[config.mk]
export PLATFORM = sky130hd
export DESIGN_NAME = riscv_multicycle_ctrl
export DESIGN_NICKNAME = d
export VERILOG_FILES = /design/src/rtl/riscv_multicycle_ctrl.sv
export SDC_FILE = /design/constraint.sdc
export NUM_CORES = 1
export LEC_CHECK = 0
export CAP_MARGIN = 0
export CORE_MARGIN = 1.5
export CORE_UTILIZATION = 29
export DETAILED_ROUTE_END_ITERATION = 8
export PLACE_DENSITY = 0.7
export SLEW_MARGIN = 40
export SYNTH_ARGS = -nofsm -noshare
export SYNTH_HDL_FRONTEND = slang
export SYNTH_SLANG_ARGS = --single-unit
[constraint.sdc]
create_clock -name clk -period 2.04 [get_ports clk]
set_input_delay 0.612 -clock clk [delete_from_list [all_inputs] [get_ports clk]]
set_output_delay 0.612 -clock clk [all_outputs]
set_load 0.01 [all_outputs]
[src/rtl/riscv_multicycle_ctrl.sv]
// Multi-cycle main control FSM for the single-memory RISC-V core.
// Optional RISCV_CTRL_ILLEGAL_TRAP_EN: trap unsupported instructions in HALT with illegal=1.
module riscv_multicycle_ctrl (
  input  logic        clk,
  input  logic        rst,
  input  logic [31:0] instr,
  input  logic        zero,
  input  logic        mem_ready,
  output logic        mem_read,
  output logic        mem_write,
  output logic        iord,
  output logic        ir_write,
  output logic        pc_write,
  output logic        reg_write,
  output logic [1:0]  wb_sel,
  output logic        src_a_sel,
  output logic        src_b_sel,
  output logic [4:0]  alu_op,
  output logic        illegal
);

  localparam logic [4:0] AluIdle = 5'd0,  AluAdd  = 5'd1,  AluSub  = 5'd2,  AluAnd    = 5'd3;
  localparam logic [4:0] AluOr   = 5'd4,  AluXor  = 5'd5,  AluSll  = 5'd6,  AluSrl    = 5'd7;
  localparam logic [4:0] AluSra  = 5'd8,  AluSlt  = 5'd9,  AluLui  = 5'd10, AluSltu   = 5'd11;
  localparam logic [4:0] AluBge  = 5'd12, AluBgeu = 5'd13, AluAddPc = 5'd14, AluJbAddr = 5'd15;
  localparam logic [4:0] AluBne  = 5'd16, AluBlt  = 5'd17, AluBltu = 5'd18;

  localparam logic [6:0] OpR      = 7'b0110011, OpImm   = 7'b0010011, OpLui  = 7'b0110111;
  localparam logic [6:0] OpAuipc  = 7'b0010111, OpLoad  = 7'b0000011, OpStore = 7'b0100011;
  localparam logic [6:0] OpBranch = 7'b1100011, OpJal   = 7'b1101111, OpJalr = 7'b1100111;

  typedef enum logic [3:0] {
    StStart, StFetch, StPcInc, StPcUpd, StExec, StAluWb, StMemRd,
    StLdWb, StMemWr, StBrCmp, StBrUpd, StJWb, StHalt
  } state_e;

  state_e     state_q, state_d;
  logic       taken_q, taken_d;
  logic       mem_read_q, mem_read_d, mem_write_q, mem_write_d, iord_q, iord_d;
  logic       pc_write_q, pc_write_d, reg_write_q, reg_write_d;
  logic [1:0] wb_sel_q, wb_sel_d;
  logic       src_a_q, src_a_d, src_b_q, src_b_d;
  logic [4:0] alu_op_q, alu_op_d;

  logic [6:0] opcode;
  logic [2:0] funct3;
  logic       funct7_b5;
  logic       unused_instr;
  assign opcode       = instr[6:0];
  assign funct3       = instr[14:12];
  assign funct7_b5    = instr[30];
  assign unused_instr = ^{instr[31], instr[29:15], instr[11:7]};

  logic [4:0] arith_op, dec_op;
  logic       dec_src_a, dec_src_b, dec_illegal;
  state_e     dec_next;

  always_comb begin
    arith_op = AluAdd;
    case (funct3)
      3'b000:  arith_op = (opcode == OpR && funct7_b5) ? AluSub : AluAdd;
      3'b001:  arith_op = AluSll;
      3'b010:  arith_op = AluSlt;
      3'b011:  arith_op = AluSltu;
      3'b100:  arith_op = AluXor;
      3'b101:  arith_op = funct7_b5 ? AluSra : AluSrl;
      3'b110:  arith_op = AluOr;
      default: arith_op = AluAnd;
    endcase
  end

  always_comb begin
    dec_op      = AluAdd;
    dec_src_a   = 1'b1;
    dec_src_b   = 1'b1;
    dec_illegal = 1'b0;
    dec_next    = StFetch;
    case (opcode)
      OpR:     begin dec_op = arith_op; dec_src_b = 1'b0; dec_next = StAluWb; end
      OpImm:   begin dec_op = arith_op; dec_next = StAluWb; end
      OpLui:   begin dec_op = AluLui; dec_next = StAluWb; end
      OpAuipc: begin dec_op = AluJbAddr; dec_src_a = 1'b0; dec_next = StAluWb; end
      OpLoad:  dec_next = StMemRd;
      OpStore: dec_next = StMemWr;
      OpBranch: begin
        dec_src_b = 1'b0;
        dec_next  = StBrCmp;
        case (funct3)
          3'b000:  dec_op = AluSub;
          3'b001:  dec_op = AluBne;
          3'b100:  dec_op = AluBlt;
          3'b101:  dec_op = AluBge;
          3'b110:  dec_op = AluBltu;
          3'b111:  dec_op = AluBgeu;
          default: begin dec_op = AluIdle; dec_illegal = 1'b1; end
        endcase
      end
      OpJal:   begin dec_op = AluJbAddr; dec_src_a = 1'b0; dec_next = StJWb; end
      OpJalr:  dec_next = StJWb;
      default: begin dec_op = AluIdle; dec_illegal = 1'b1; end
    endcase
  end

`ifdef RISCV_CTRL_ILLEGAL_TRAP_EN
  logic illegal_q, illegal_d;
  assign illegal = illegal_q;
`else
  assign illegal = 1'b0;
`endif

  // Outputs are registered from the next state so they are glitch-free in each state.
  always_comb begin
    state_d     = state_q;
    taken_d     = taken_q;
    mem_read_d  = 1'b0;
    mem_write_d = 1'b0;
    iord_d      = 1'b0;
    pc_write_d  = 1'b0;
    reg_write_d = 1'b0;
    wb_sel_d    = 2'd0;
    src_a_d     = 1'b0;
    src_b_d     = 1'b0;
    alu_op_d    = AluIdle;
`ifdef RISCV_CTRL_ILLEGAL_TRAP_EN
    illegal_d   = 1'b0;
`endif
    case (state_q)
      StStart: state_d = StFetch;
      StFetch: if (mem_ready) state_d = StPcInc;
      StPcInc: state_d = StPcUpd;
      StPcUpd: begin
        if (!dec_illegal) state_d = StExec;
`ifdef RISCV_CTRL_ILLEGAL_TRAP_EN
        else              state_d = StHalt;
`else
        else              state_d = StFetch;
`endif
      end
      StExec:  state_d = dec_next;
      StMemRd: if (mem_ready) state_d = StLdWb;
      StMemWr: if (mem_ready) state_d = StFetch;
      StBrCmp: begin state_d = StBrUpd; taken_d = zero; end
      StHalt:  state_d = StHalt;
      default: state_d = StFetch;
    endcase

    case (state_d)
      StFetch: mem_read_d = 1'b1;
      StPcInc: alu_op_d = AluAddPc;
      StPcUpd: pc_write_d = 1'b1;
      StExec:  begin alu_op_d = dec_op; src_a_d = dec_src_a; src_b_d = dec_src_b; end
      StAluWb: reg_write_d = 1'b1;
      // Keep the address computation alive while memory stalls.
      StMemRd: begin
        mem_read_d = 1'b1; iord_d = 1'b1;
        alu_op_d = alu_op_q; src_a_d = src_a_q; src_b_d = src_b_q;
      end
      StMemWr: begin
        mem_write_d = 1'b1; iord_d = 1'b1;
        alu_op_d = alu_op_q; src_a_d = src_a_q; src_b_d = src_b_q;
      end
      StLdWb:  begin reg_write_d = 1'b1; wb_sel_d = 2'd1; end
      StBrCmp: begin alu_op_d = AluJbAddr; src_b_d = 1'b1; end
      StBrUpd: begin
        pc_write_d = taken_d;
        alu_op_d = alu_op_q; src_a_d = src_a_q; src_b_d = src_b_q;
      end
      StJWb:   begin reg_write_d = 1'b1; wb_sel_d = 2'd2; pc_write_d = 1'b1; end
`ifdef RISCV_CTRL_ILLEGAL_TRAP_EN
      StHalt:  illegal_d = 1'b1;
`endif
      default: ;
    endcase
  end

  always_ff @(posedge clk or posedge rst) begin
    if (rst) begin
      state_q     <= StStart;
      taken_q     <= 1'b0;
      mem_read_q  <= 1'b0;
      mem_write_q <= 1'b0;
      iord_q      <= 1'b0;
      pc_write_q  <= 1'b0;
      reg_write_q <= 1'b0;
      wb_sel_q    <= 2'd0;
      src_a_q     <= 1'b0;
      src_b_q     <= 1'b0;
      alu_op_q    <= AluIdle;
`ifdef RISCV_CTRL_ILLEGAL_TRAP_EN
      illegal_q   <= 1'b0;
`endif
    end else begin
      state_q     <= state_d;
      taken_q     <= taken_d;
      mem_read_q  <= mem_read_d;
      mem_write_q <= mem_write_d;
      iord_q      <= iord_d;
      pc_write_q  <= pc_write_d;
      reg_write_q <= reg_write_d;
      wb_sel_q    <= wb_sel_d;
      src_a_q     <= src_a_d;
      src_b_q     <= src_b_d;
      alu_op_q    <= alu_op_d;
`ifdef RISCV_CTRL_ILLEGAL_TRAP_EN
      illegal_q   <= illegal_d;
`endif
    end
  end

  assign mem_read  = mem_read_q;
  assign mem_write = mem_write_q;
  assign iord      = iord_q;
  assign pc_write  = pc_write_q;
  assign reg_write = reg_write_q;
  assign wb_sel    = wb_sel_q;
  assign src_a_sel = src_a_q;
  assign src_b_sel = src_b_q;
  assign alu_op    = alu_op_q;
  // Instruction-register load completes in the same cycle memory answers.
  assign ir_write  = (state_q == StFetch) && mem_ready;

endmodule
==> key figures <==
Yosys
  – Synth Flop Type: dfrtp_1
  – Synth Area in Adders: 0%
  – Ys Warns: 0
  – EDFF count, synth: 0
  – Flip-flop and latch count after synthesis: 18
  – Synth Area in XOR/XNOR: 1.35%
  – Ys async rst share: 100%
  – Seq/Total Area, Yosys: 34.7%
  – Syn_nets: ~180
  – Mapped Area: 1300 um2
  – Mux contribution to synthesized area: 7.33%
  – Largest family of logic cells by synthesized area: simple AND/OR/NAND/NOR gates
  – Mapped Cells: 139
  – Synth Area in Compound Gates: between 20% and 30%
  – Simple logic cell fraction of the synthesized area: a little over a quarter
  – Avg Inst Size Synth: 9.33 um2
  – Netlist cell types: 54

Floorplanning
  – DIE AREA: between 4000 and 5000 um2
  – Chip width: roughly 70 um
  – Top-Level Pins: 52
  – Core outline area: 4320 um2
  – Initial Util: 30.0%
  – Site Rows: 24
  – Die H: 69.9 um

CTS
  – Clock root cell: clkbuf_8
  – TritonCTS clock tree: yes
  – H-Tree Depth: 1
  – Post-cts hold buffer count: 0
  – CTS clk-pin slew, worst paths: 0.06 ns
  – CTS Sinks: 18
  – Worst-case clock buffer depth: 2
  – CTS buffer count: 3
  – Worst-skew pair later-pin latency: 0.25 ns

STA
  – Min Tclk post-route: 2.17 ns
  – Setup violators final: 7
  – RSZ-0062 raised after global routing: yes
  – Slew headroom: 57.6%
  – Clock skew: 0.00153 ns
  – Final Hold Vio Count: 0
  – Slew @ Worst Pin: ~0.64 ns
  – Final Max Tran Viols: 0
  – Worst setup margin: -0.128 ns
  – Fin crit share: 106%
  – Fmax: 461 MHz

Outcome
  – Failing checks: negative setup slack
  – Status: finished, violations left

Routing
  – Routed WL: about 3.4 mm
  – Antenna Nets Post-Route: 0
  – Avg Vias per Cell: roughly 4.8
  – DRT iter0 DRCs: 52
  – Highest metal used: met4
  – Routed wl met2: 1.71 mm
  – Met1 wire length: ~1.6 mm
  – Met3 wire len: ~64 um
  – Drc violations: 0
  – DR vias: 1,304
  – WL per Instance: between 10 and 15 um
  – Pre-antenna DRT Iters: 4

Power and ir drop
  – Pwr Density: 698 nW/um2
  – Max VDD drop: 0.224 mV
  – Leak: between 1 and 1.5 nW
  – Total power: 1.56 mW

GRT
  – Vias in the first global route: around 1,300
  – Largest net degree at the start of global routing: 19
  – Total gr overflow: 0
  – All-Layer GR Usage: 14.3%
  – Antenna violations before repair: 0
  – Global-route wire length before repair: 5.75 mm

Flow run
  – Max-capacitance violation count: 0

Final layout
  – Post-Layout Cell Count: 273
  – Share of cells above drive strength 1: 45.2%
  – Storage element area: between 400 and 500 um2
  – Commonest non-fill, non-tap cells in the layout: buf_4 (50), dfrtp_1 (18), clkdlybuf4s50_1 (18), nand2_1 (14), inv_1 (10)
  – Fillcell total: 423
  – Area growth, synth to finish: 72.4%
  – Antenna Cells: 0
  – Footprint of the multi-input gates: 936 um2
  – Most common cell after layout, fill and taps aside: buf_4
  – Nets: 258

Critical path
  – R2R Setup Slk: -0.13 ns
  – Crit path max-delay cell type: or4b_4
  – CP cell instances: or4b_4 > a2111oi_4 > a31o_4 > and2_4 > o21ai_4 > mux2_4
  – Critical path capture point type: register
  – Arrival time at the worst endpoint: 2.30 ns
  – Largest stage delay on the critical path: 0.60 ns
  – R2R Path Start: state_q[0]
  – FF-to-FF End: src_b_sel
  – Reg2Reg Depth: 6
  – Crit path launch type: register
  – Crit Path Class: reg2reg
  – Required time worst endpoint: 2.17 ns
  – CP Max Fanout: 7

Worst hold path
  – Hold-critical path depth: 1
  – Worst Hold Launch: alu_op[3]
  – Hold Path Sink: alu_op[3]
  – Hold WC Path Type: reg2reg

Placed design
  – Cell count after placement: roughly 260
  – I/O Buffers: 29
  – Post-DP HPWL: roughly 2.6 mm
  – Routability cong.: just under 0.9
critical path: cells and delay by family (launching register included):
kind            cells  cell delay, ns
compound gates      3            0.60
flops               1            0.39
mux                 1            0.30
simple gates        2            0.75
synthesized netlist by cell type (all sizes together), types with 2 or more instances:
cell type / number / area [um2]
o21ai: 10 / 61.3
nand2b: 3 / 18.8
o21bai: 3 / 22.5
clkbuf: 3 / 11.3
o22ai: 3 / 18.8
nand4: 4 / 25.0
a211oi: 3 / 27.5
nand2: 15 / 56.3
mux2: 5 / 75.1
mux2i: 2 / 20.0
nor3: 3 / 25.0
inv: 10 / 37.5
nand3: 4 / 25.0
nand4bb: 2 / 22.5
xnor2: 2 / 17.5
nor2: 9 / 33.8
nor2b: 3 / 18.8
a21oi: 5 / 28.8
dfrtp: 18 / 450
a31oi: 4 / 25.0
worst max path at each step:
stage | startpoint | to | slack (ns) | cells past startpoint
after floorplan | instr[6] | alu_op[0] | -0.22 | 7
after global placement | instr[3] | alu_op[3] | -0.77 | 8
after detailed placement | instr[3] | alu_op[1] | -0.80 | 8
after CTS | instr[6] | src_b_sel | -0.13 | 9
after global routing | state_q[0] | alu_op[3] | -0.19 | 6
final | state_q[0] | src_b_sel | -0.13 | 6
power by group:
part           switching, mW  internal, mW  leakage [nW]
sequential            0.0315         0.418         0.240
clock                  0.109         0.171        0.0288
combinational          0.387         0.445         0.746
total                  0.527          1.03          1.01
registers in the layout, indices dropped and copies added, names as in the netlist:
register and cells:
pc_write 1, iord 1, src_b_sel 1, state_q 4, mem_write 1, reg_write 1
alu_op 5, src_a_sel 1, mem_read 1, wb_sel 2
final cells by class:
type	instances	share of cell area, %
clock buffer	4	2.46
multi-input combinational	107	41.8
sequential	18	20.1
tap	52	2.91
inverter	10	1.68
timing repair buffer	82	31.0
cells by family (layout without fill, tap and decap cells):
logic type                Yosys count  after routing
DFF                                18             18
muxes                               7              7
other                               1              1
and+or+nand+nor                    56             56
AOI/OAI and AO/OA                  41             41
xor gates and xnor gates            2              2
buffers and inverters              14             96
metrics by stage:
| stage | utilization, % | worst slack [ns] | TNS (ns) | hold slack [ns] | area, um2 |
|---|---|---|---|---|---|
| after floorplan | - | -0.225 | -1.20 | 0.551 | 1310 |
| after global placement | 46.3 | -0.768 | -9.59 | 0.506 | 2000 |
| after detailed placement | 46.3 | -0.804 | -10.01 | 0.508 | 2000 |
| after CTS | 49.7 | -0.135 | -0.665 | 0.523 | 2150 |
| after global routing | 51.7 | -0.193 | -1.36 | 0.537 | 2240 |
| final | 51.7 | -0.128 | -0.757 | 0.520 | 2240 |
layer usage:
| metal | vias up | track usage, % |
|---|---|---|
| met5 | - | 0 |
| met2 | 22 | 25.8 |
| li1 | 678 | - |
| met4 | 0 | 5.13 |
| met3 | 2 | 0 |
| met1 | 602 | 18.5 |
timing repair:
action	CTS	global route
endpoints found under the hold margin	0	0
pin swaps	13	13
gates resized for setup	50	19
endpoints found under the setup margin	15	13
setup buffers	5	2
Power figures use the tool's default switching activity.
